`src/rtl/mips_multicycle_ctrl.sv`:
```
// rtl/mips_multicycle_ctrl.sv - multi-cycle MIPS control FSM with retire counter and illegal-op flag
module mips_multicycle_ctrl #(
  parameter int CNT_W = 32
) (
  input  logic             clk,
  input  logic             rst,
  input  logic [5:0]       op,
  input  logic [5:0]       func,
  input  logic             zero,
  output logic             pc_write,
  output logic             ir_write,
  output logic [1:0]       pc_sel,
  output logic             reg_write,
  output logic [1:0]       rf_wsel,
  output logic [1:0]       rf_dsel,
  output logic             mem_write,
  output logic [3:0]       alu_op,
  output logic [1:0]       alu_bsel,
  output logic [2:0]       state,
  output logic             inst_done,
  output logic [CNT_W-1:0] retired,
  output logic             ill_inst
);

  typedef enum logic [2:0] {
    S_IF  = 3'd0,
    S_ID  = 3'd1,
    S_EX  = 3'd2,
    S_MEM = 3'd3,
    S_WB  = 3'd4
  } state_t;

  typedef enum logic [3:0] {
    C_ILL, C_RALU, C_JR, C_IALU, C_LW, C_SW, C_BEQ, C_BNE, C_J, C_JAL
  } cls_t;

  localparam logic [3:0] A_AND = 4'd0, A_OR = 4'd1, A_XOR = 4'd2, A_NOR = 4'd3,
                         A_ADD = 4'd4, A_SUB = 4'd5, A_SLT = 4'd6, A_SLL = 4'd7,
                         A_SRL = 4'd8, A_LUI = 4'd9;
  localparam logic [1:0] B_RT = 2'd0, B_SEXT = 2'd1, B_ZEXT = 2'd2;

  function automatic cls_t classify(input logic [5:0] o, input logic [5:0] f);
    cls_t c;
    c = C_ILL;
    case (o)
      6'b000000: begin
        case (f)
          6'b100000, 6'b100010, 6'b100100, 6'b100101, 6'b100110,
          6'b100111, 6'b101010, 6'b000000, 6'b000010: c = C_RALU;
          6'b001000: c = C_JR;
          default:   c = C_ILL;
        endcase
      end
      6'b001000, 6'b001100, 6'b001101, 6'b001110, 6'b001111: c = C_IALU;
      6'b100011: c = C_LW;
      6'b101011: c = C_SW;
      6'b000100: c = C_BEQ;
      6'b000101: c = C_BNE;
      6'b000010: c = C_J;
      6'b000011: c = C_JAL;
      default:   c = C_ILL;
    endcase
    return c;
  endfunction

  // Returns {alu_op, alu_bsel}; instructions without an ALU role map to AND/rt.
  function automatic logic [5:0] alu_map(input logic [5:0] o, input logic [5:0] f);
    logic [5:0] m;
    m = {A_AND, B_RT};
    case (o)
      6'b000000: begin
        case (f)
          6'b100000: m = {A_ADD, B_RT};
          6'b100010: m = {A_SUB, B_RT};
          6'b100100: m = {A_AND, B_RT};
          6'b100101: m = {A_OR,  B_RT};
          6'b100110: m = {A_XOR, B_RT};
          6'b100111: m = {A_NOR, B_RT};
          6'b101010: m = {A_SLT, B_RT};
          6'b000000: m = {A_SLL, B_RT};
          6'b000010: m = {A_SRL, B_RT};
          default:   m = {A_AND, B_RT};
        endcase
      end
      6'b001000:            m = {A_ADD, B_SEXT};
      6'b001100:            m = {A_AND, B_ZEXT};
      6'b001101:            m = {A_OR,  B_ZEXT};
      6'b001110:            m = {A_XOR, B_ZEXT};
      6'b001111:            m = {A_LUI, B_ZEXT};
      6'b100011, 6'b101011: m = {A_ADD, B_SEXT};
      6'b000100, 6'b000101: m = {A_SUB, B_RT};
      default:              m = {A_AND, B_RT};
    endcase
    return m;
  endfunction

  state_t     state_q, state_d;
  logic [5:0] op_q, func_q;
  cls_t       cls_live, cls_q;
  logic [3:0] aop_q;
  logic [1:0] bsel_q;

  // ID decides on the live fetch fields; later states use the copy taken at the end of ID.
  assign cls_live        = classify(op, func);
  assign cls_q           = classify(op_q, func_q);
  assign {aop_q, bsel_q} = alu_map(op_q, func_q);
  assign state           = state_q;

  always_ff @(posedge clk) begin
    if (!rst) begin
      state_q  <= S_IF;
      op_q     <= '0;
      func_q   <= '0;
      retired  <= '0;
      ill_inst <= 1'b0;
    end else begin
      state_q <= state_d;
      if (state_q == S_ID) begin
        op_q   <= op;
        func_q <= func;
        if (cls_live == C_ILL) ill_inst <= 1'b1;
      end
      if (inst_done) retired <= retired + CNT_W'(1);
    end
  end

  always_comb begin
    pc_write  = 1'b0;
    ir_write  = 1'b0;
    pc_sel    = 2'd0;
    reg_write = 1'b0;
    rf_wsel   = 2'd0;
    rf_dsel   = 2'd0;
    mem_write = 1'b0;
    alu_op    = 4'd0;
    alu_bsel  = 2'd0;
    inst_done = 1'b0;
    state_d   = S_IF;
    case (state_q)
      S_IF: begin
        ir_write = 1'b1;
        pc_write = 1'b1;
        state_d  = S_ID;
      end
      S_ID: begin
        case (cls_live)
          C_ILL: state_d = S_IF;
          C_J: begin
            pc_write  = 1'b1;
            pc_sel    = 2'd2;
            inst_done = 1'b1;
            state_d   = S_IF;
          end
          C_JAL: begin
            pc_write = 1'b1;
            pc_sel   = 2'd2;
            state_d  = S_WB;
          end
          default: state_d = S_EX;
        endcase
      end
      S_EX: begin
        alu_op   = aop_q;
        alu_bsel = bsel_q;
        case (cls_q)
          C_RALU, C_IALU: state_d = S_WB;
          C_LW, C_SW:     state_d = S_MEM;
          C_BEQ, C_BNE: begin
            pc_write  = (cls_q == C_BEQ) ? zero : ~zero;
            pc_sel    = 2'd1;
            inst_done = 1'b1;
            state_d   = S_IF;
          end
          C_JR: begin
            pc_write  = 1'b1;
            pc_sel    = 2'd3;
            inst_done = 1'b1;
            state_d   = S_IF;
          end
          default: state_d = S_IF;
        endcase
      end
      S_MEM: begin
        alu_op   = aop_q;
        alu_bsel = bsel_q;
        if (cls_q == C_SW) begin
          mem_write = 1'b1;
          inst_done = 1'b1;
          state_d   = S_IF;
        end else if (cls_q == C_LW) begin
          state_d = S_WB;
        end else begin
          state_d = S_IF;
        end
      end
      S_WB: begin
        alu_op    = aop_q;
        alu_bsel  = bsel_q;
        reg_write = 1'b1;
        inst_done = 1'b1;
        state_d   = S_IF;
        case (cls_q)
          C_IALU:  begin rf_wsel = 2'd1; rf_dsel = 2'd0; end
          C_LW:    begin rf_wsel = 2'd1; rf_dsel = 2'd1; end
          C_JAL:   begin rf_wsel = 2'd2; rf_dsel = 2'd2; end
          default: begin rf_wsel = 2'd0; rf_dsel = 2'd0; end
        endcase
      end
      default: state_d = S_IF;
    endcase
    // Holding reset silences every datapath control, including mid-instruction.
    if (!rst) begin
      pc_write  = 1'b0;
      ir_write  = 1'b0;
      pc_sel    = 2'd0;
      reg_write = 1'b0;
      rf_wsel   = 2'd0;
      rf_dsel   = 2'd0;
      mem_write = 1'b0;
      alu_op    = 4'd0;
      alu_bsel  = 2'd0;
      inst_done = 1'b0;
    end
  end

endmodule

```
`config.mk`:
```
export PLATFORM = sky130hd
export DESIGN_NAME = mips_multicycle_ctrl
export DESIGN_NICKNAME = d
export VERILOG_FILES = /design/src/rtl/mips_multicycle_ctrl.sv
export SDC_FILE = /design/constraint.sdc
export NUM_CORES = 1
export LEC_CHECK = 0
export ABC_AREA = 1
export BUFFER_PORTS_ARGS = -buffer_cell sky130_fd_sc_hd__buf_2
export CORE_UTILIZATION = 60
export DETAILED_ROUTE_END_ITERATION = 10
export PLACE_DENSITY = 0.84
export SYNTH_ARGS = -nofsm -noshare
export SYNTH_HDL_FRONTEND = slang
export SYNTH_SLANG_ARGS = --single-unit
```
`constraint.sdc`:
```
create_clock -name clk -period 4.95 [get_ports clk]
set_input_delay 0.7425 -clock clk [delete_from_list [all_inputs] [get_ports clk]]
set_output_delay 0.7425 -clock clk [all_outputs]
set_load 0.05 [all_outputs]
```
Word-level counts from Yosys, hierarchy flattened
Index checks and enable logic that the tools add are counted.
- memories kept: 0
- output and inout port bits: 53
- memory bits (read-only): 0
- bits in registers: 48
- input bits: 15
- logic and storage cells: 123
- memory bits (writable): 0
- latch bits: 0
- bitwise gates (word level): 1
- div/mod/pow operators: 0
- $lt $le $gt $ge: 0
- equal/unequal tests: 54
- muxes and demuxes: 41
- add/subtract/negate cells: 1
- reduce and logical (&&, ||, !) cells: 21
- multipliers: 0
- shifts and indexed selects: 0
- operators with widths (kind ; count):
    $eq 6x6->1 const B ; 18
    $eq 6x4->1 const B ; 12
    $pmux 4 s8 ; 2
    $pmux 6 s8 ; 1
    $pmux 6 s7 ; 1
    $eq 6x2->1 const B ; 6
    $add 32x1->32 const B ; 1
    $eq 6x3->1 const B ; 4
    $logic_not 6->1 ; 4
    $pmux 2 s2 ; 6
    $reduce_or 9->1 ; 2
    $eq 4x3->1 const B ; 4
    $mux 2 ; 8
    $reduce_or 2->1 ; 7
    $mux 1 ; 13
    $eq 4x4->1 const B ; 3
    $pmux 3 s2 ; 2
    $pmux 3 s4 ; 1
    $reduce_or 5->1 ; 2
    $reduce_or 3->1 ; 3
    $eq 4x2->1 const B ; 2
    $mux 4 ; 2
    $eq 3x2->1 const B ; 2
    $mux 3 ; 2
    other kinds (10) ; 10

Depth between registers and ports, before layout
Gate-level depths: netlist of the first run.
- word-level depth: 9
- depth in mapped cells: 12
- mapped depth without buffers: 12

Least setup slack after synthesis of the first run
No wires, ideal clock.
- path type: input to output
- start point: in rst
- end point: out rf_wsel[0]
- data required time: 4208 ps
- stages on the path: 5
- path slack: 1559 ps
- arrival time: 2648 ps
- path buffers: 1
- cells stage by stage: buf_2 inv_1 nor2_1 inv_1 a21oi_1
- cells in the longest elaborated chain, start to end: 1
- ends and longest elaborated chain (item ; line ; RTL):
    start, declared ; 6 ; input logic rst,
    $mux 2 ; 212 ; if (!rst) begin
    end, declared ; 14 ; output logic [1:0] rf_wsel,
No other way between the ends.

Final worst setup path of the first run
- start point: in op[2]
- end point: out inst_done
- cells in the longest elaborated chain, start to end: 7
- elaborated cells between the ends (all ways): 18
- ends and longest elaborated chain (item ; line ; RTL):
    start, declared ; 7 ; input logic [5:0] op,
    $eq 6x4->1 ; 45 ; case (o)
    $reduce_or 5->1 ; 45 ;
    $pmux 4 s8 (*) ; 45 ;
    $eq 4x4->1 (*) ; 146 ; case (cls_live)
    $mux 1 (*) ; 146 ;
    $pmux 1 s4 (*) ; 139 ; case (state_q)
    $mux 1 (*) ; 212 ;
    end, declared ; 20 ; output logic inst_done,
Every way passes the cells marked *; elsewhere a longest branch is shown, timed or not.

==> results of run 1 <==
-- worst max-delay path by stage --
stage	startpoint	slack, ns	endpoint	cells after the start
after global placement	op[2]	1.80	inst_done	9
after global routing	op_q[1]	1.48	inst_done	10
final	op[2]	1.70	inst_done	9
after detailed placement	op[2]	1.70	inst_done	9
after floorplan	rst	1.56	rf_wsel[0]	5
after CTS	op[2]	1.69	inst_done	9
-- final cells by class --
type | instances | area (um^2) | share of cell area (%)
Tap cell | 70 | 87.6 | 2.32
Inverter | 74 | 278 | 7.36
Clock buffer | 6 | 72.6 | 1.92
Timing Repair Buffer | 69 | 350 | 9.29
Clock inverter | 2 | 35.0 | 0.929
Sequential cell | 48 | 961 | 25.5
Multi-Input combinational cell | 447 | 1990 | 52.7
-- per-stage QoR --
step | std cells | power (mW) | setup slack, ns
after detailed placement | 708 | 0.573 | 1.70
after floorplan | 582 | 0.535 | 1.56
after CTS | 716 | 0.856 | 1.69
after global placement | 708 | 0.569 | 1.80
after global routing | 716 | 0.894 | 1.48
final | 716 | 0.860 | 1.70
-- layer usage --
metal,up-vias,wire length [um],track usage (%)
met1,1716,4230,44.0
met2,188,3590,46.4
li1,1978,-,-
met3,16,742,4.67
met4,0,143,10.0
met5,-,0,0
-- worst max-delay path, delay by kind of cell --
family	cells	cell delay, ns
buf+inv	4	0.57
simple gates	5	1.19
-- cells in the final DEF, fill, tap and decap left out, types with 2 or more instances in the layout --
cell type	n
nor3_1	13
dfxtp_1	48
clkbuf_8	5
a21oi_1	42
buf_4	2
nor2_2	3
and3_1	3
nor2_4	2
nand3b_1	6
nor2_1	132
nand4_1	7
buf_2	67
inv_1	74
o21ai_0	25
nand3_1	64
and2_1	2
nand2_1	139
-- report_power, final --
part / total [mW] / internal (mW) / switching [mW]
logic: 0.156 / 0.0447 / 0.111
registers: 0.413 / 0.399 / 0.0145
clock network: 0.291 / 0.150 / 0.141
total: 0.860 / 0.594 / 0.267
-- flip-flops by register name (all words and copies together), names as in the netlist --
| signal | flops |
|---|---|
| ill_inst | 1 |
| func_q | 6 |
| state | 3 |
| op_q | 6 |
| retired | 32 |
-- logic make-up (layout without fill, tap and decap cells) --
logic type,after synthesis,after routing,synth area share (%)
flip-flops,48,48,29.1
AO/OA/AOI/OAI,71,71,11.1
buffers and inverters,87,151,10.9
adder cells (fa/ha/maj),1,1,0.379
AND/OR/NAND/NOR,375,375,48.5
-- synthesized netlist by cell type, drive strengths merged --
cell type	instances	area, um^2
and3	3	18.8
inv	74	278
a31oi	1	6.26
nand4	7	43.8
nor3	14	70.1
and2	2	12.5
dfxtp	48	961
clkbuf	3	11.3
buf	10	70.1
a21oi	42	210
o21ai	25	125
or2	1	6.26
ha	1	12.5
nand3	66	348
a31o	1	8.76
nand3b	6	45.0
o21a	1	7.51
nor2	137	537
nand2	139	522
o32a	1	10.0
==> results.sh, run 1 <==
export IMPL_cts_root_buffer="clkbuf_8"
export IMPL_worst_pin_slew_ns=0.686
export IMPL_path_max_fanout=54
export IMPL_cts_clk_slew_worst_paths_ns=0.09
export IMPL_synth_cell_types=27
export IMPL_reg2reg_depth=11
export IMPL_min_path_type="flop to flop"
export IMPL_finalHoldViolations=0
export IMPL_nNetsFinal=661
export IMPL_endpoint_kind="output port"
export IMPL_post_drt_wl_per_cell_um=12.2
export IMPL_grt_overflow=0
export IMPL_ant_nets=0
export IMPL_holdPathEnd="ill_inst"
export IMPL_post_cts_buffers=0
export IMPL_outcome="complete, no violations"
export IMPL_gp_congestion=1.01
export IMPL_period_needed_ns=3.25
export IMPL_hold_slack_ns=0.469
export IMPL_placement_cell_area_um2=3660
export IMPL_track_usage_pct=30.5
export IMPL_path_class="input pin to output port"
export IMPL_grt_max_degree=55
export IMPL_drc_errors=0
export IMPL_power_leakage_nw=1.80
export IMPL_die_y_um=76.2
export IMPL_cts_max_level=2
export IMPL_clk_latency_ns=0.31
export IMPL_synth_area_um2=3300
export IMPL_slowest_delay_ns=0.46
export IMPL_timing_rr_start="op_q[5]"
export IMPL_hp_start="ill_inst"
export IMPL_critPathSlowestCell="nand3_4"
export IMPL_io_buffers=67
export IMPL_crit_arrival_ns=2.51
export IMPL_setup_viol=0
export IMPL_path_cells="buf_2 -> nor2_1 -> inv_1 -> nor3_1 -> nand3_1 -> nand3_4 -> nand2_1 -> inv_1 -> buf_2"
export IMPL_cts_resized=0
export IMPL_diodes=0
export IMPL_ir_drop_v=0.000194
export IMPL_ys_ff_latch=48
export IMPL_numCtsBuffers=5
export IMPL_critPathLaunchType="input pin"
export IMPL_grt_pass1_vias=3351
export IMPL_fin_util_pct=72.5
export IMPL_routed_wl_mm=8.70
export IMPL_core_um2=5200
export IMPL_cts_buffer_depth=2
export IMPL_reg2reg_to="retired[29]"
export IMPL_maxSlewViolCount=0
export IMPL_ys_warn_count=0
export IMPL_rows=26
export IMPL_via_per_inst=5.44
export IMPL_slew_headroom_pct=54.1
export IMPL_num_io_pins=68
export IMPL_drive_above_1_share_pct=13.3
export IMPL_drtIter0Drc=349
export IMPL_dp_hpwl_mm=6.42
export IMPL_max_cap_violations=0
export IMPL_skew_ns=0.00818
export IMPL_start_util_pct=63.5
export IMPL_syn_to_final_growth_pct=14.2
export IMPL_numClockSinks=48
export IMPL_worstHoldPathCells=2
export IMPL_cts_tree="done"
export IMPL_timing_final_crit_share_pct=65.7
export IMPL_antenna_found_initial=0
export IMPL_cellPowerDensity_nw_per_um2=228
export IMPL_tns_ns=0
export IMPL_fp_dieArea_um2=5810
export IMPL_dr_pass1_iters=5
export IMPL_r2r_setup_slack_ns=2.86
export IMPL_rsz0062_at_grt="false"
export IMPL_hold_buffers=0
export IMPL_final_area_um2=3770
export IMPL_synth_net_count=598
export IMPL_postSynthAreaPerCell_um2=5.68
export IMPL_via_count=3898
export IMPL_die_width_um=76.2
export IMPL_grt_pass1_wl_mm=14.7
export IMPL_seq_area_frac_synth_pct=29.1
export IMPL_synthCells=582
export IMPL_num_fill_cells=481
export IMPL_critical_path_required_ns=4.21
export IMPL_fmax_mhz=307
Power figures use the tool's default switching activity.
==> run 2, diff against run 1 <==
- CORE_UTILIZATION: 60 -> 50
- PLACE_DENSITY: 0.84 -> 0.75
- clock period: 4.95 -> 2.9 ns (I/O delays scaled with it)
==> run 2 against run 1 <==
Against the previous run: worst hold slack worse by 0.077 ns; power increased by 63%; critical path depth fell by 1; cell count up 1.1%; first-iteration DRC count is 3.7% lower; global-route usage down 5.2 points; largest cell class unchanged; highest routed layer unchanged.
==> results.sh, run 2 (synthesis results as in run 1) <==
export IMPL_min_path_type="input pin to flop"
export IMPL_rsz0062_at_grt="false"
export IMPL_cts_max_level=2
export IMPL_num_fill_cells=645
export IMPL_dr_pass1_iters=6
export IMPL_slew_headroom_pct=65.5
export IMPL_reg2reg_depth=10
export IMPL_crit_start="state[1]"
export IMPL_routed_wl_mm=8.82
export IMPL_mostFrequentLayoutCell="nand2_1"
export IMPL_die_y_um=83.3
export IMPL_fmax_mhz=393
export IMPL_cts_buffer_depth=2
export IMPL_track_usage_pct=25.3
export IMPL_critPathCapture="alu_op[0]"
export IMPL_rows=29
export IMPL_nNetsFinal=662
export IMPL_tns_ns=0
export IMPL_gp_congestion=0.914
export IMPL_hold_buffers=0
export IMPL_max_cap_violations=0
export IMPL_num_io_pins=68
export IMPL_core_um2=6350
export IMPL_cellPowerDensity_nw_per_um2=372
export IMPL_reg2reg_to="retired[20]"
export IMPL_cts_clk_slew_worst_paths_ns=0.09
export IMPL_dp_hpwl_mm=6.71
export IMPL_placed_cells=716
export IMPL_via_count=3851
export IMPL_via_per_inst=5.32
export IMPL_post_cts_buffers=0
export IMPL_finalHoldViolations=0
export IMPL_setup_viol=0
export IMPL_drc_errors=0
export IMPL_r2r_setup_slack_ns=0.84
export IMPL_worst_pin_slew_ns=0.516
export IMPL_start_util_pct=52.0
export IMPL_mostFrequentLayoutCells="nand2_1 (139), nor2_1 (132), inv_1 (74)"
export IMPL_finalNonFillerCells=724
export IMPL_maxSlewViolCount=0
export IMPL_numClockSinks=48
export IMPL_skew_ns=0.0127
export IMPL_power_leakage_nw=1.79
export IMPL_grt_pass1_vias=3165
export IMPL_path_class="flop to output port"
export IMPL_antenna_found_initial=0
export IMPL_drtIter0Drc=336
export IMPL_largest_register="retired"
export IMPL_ir_drop_v=0.000214
export IMPL_largestRegisters="retired x32, func_q x6, op_q x6"
export IMPL_outcome="complete, no violations"
export IMPL_post_drt_wl_per_cell_um=12.2
export IMPL_critPathLaunchType="flop"
export IMPL_diodes=0
export IMPL_crit_arrival_ns=2.11
export IMPL_grt_max_degree=54
export IMPL_timing_final_crit_share_pct=87.7
export IMPL_grt_overflow=0
export IMPL_die_width_um=83.3
export IMPL_period_needed_ns=2.54
export IMPL_finalPower_mw=1.40
export IMPL_numCtsBuffers=5
export IMPL_path_max_fanout=4
export IMPL_grt_pass1_wl_mm=14.6
export IMPL_drive_above_1_share_pct=13.6
export IMPL_io_buffers=67
export IMPL_largest_reg_flops=32
export IMPL_clk_latency_ns=0.31
export IMPL_critical_path_required_ns=2.47
export IMPL_timing_rr_start="state[0]"
export IMPL_cts_root_buffer="clkbuf_8"
export IMPL_cts_tree="done"
export IMPL_ant_nets=0
export IMPL_syn_to_final_growth_pct=14.4
export IMPL_fp_dieArea_um2=6940
export IMPL_cts_resized=0
export IMPL_endpoint_kind="output port"
## run 2: worst min path at each step
| stage | start | to | depth (start not counted) |
|---|---|---|---|
| floorplan | func_q[1] | func_q[1] | 2 |
| global placement | ill_inst | ill_inst | 2 |
| detailed placement | ill_inst | ill_inst | 2 |
| CTS | func[5] | func_q[5] | 3 |
| global route | func[5] | func_q[5] | 3 |
| finish | func[5] | func_q[5] | 3 |
## run 2: metrics by stage
| stage | setup WS, ns | hold WS, ns | area (um^2) | utilization (%) |
|---|---|---|---|---|
| 3_5_place_dp | 0.719 | 0.448 | 3680 | 58.0 |
| 2_1_floorplan | -0.00251 | 0.470 | 3310 | - |
| 6_report | 0.358 | 0.392 | 3780 | 59.5 |
| 3_3_place_gp | 0.785 | 0.439 | 3680 | 58.0 |
| 5_1_grt | 0.169 | 0.394 | 3780 | 59.5 |
| 4_1_cts | 0.370 | 0.380 | 3780 | 59.5 |
## run 2: final cells by class
cell class | instances | area (um^2) | area share (%)
Multi-Input combinational cell | 447 | 1990 | 52.7
Sequential cell | 48 | 961 | 25.4
Timing Repair Buffer | 70 | 358 | 9.47
Inverter | 74 | 278 | 7.35
Tap cell | 77 | 96.3 | 2.55
Clock buffer | 7 | 86.3 | 2.28
Clock inverter | 1 | 7.51 | 0.199
## run 2: power breakdown
part	internal, mW	switching, mW	total (mW)
registers	0.681	0.0260	0.707
clock network	0.194	0.237	0.431
logic	0.0768	0.190	0.266
## run 2: metal layers
layer  vias up  wire [um]  GRT usage, %
met2       154       3700          36.6
met3         9        669          3.98
met1      1706       4340          38.5
met5         -          0             0
li1       1982          -             -
met4         0        103          7.05
## run 2: critical path, cell delays in order, from the launching register on
cell	delay, ns
dfxtp_1	0.39
inv_1	0.07
nor3_1	0.35
inv_1	0.15
nand3b_1	0.11
nand2_1	0.11
a31o_2	0.26
nor2_1	0.09
buf_2	0.26
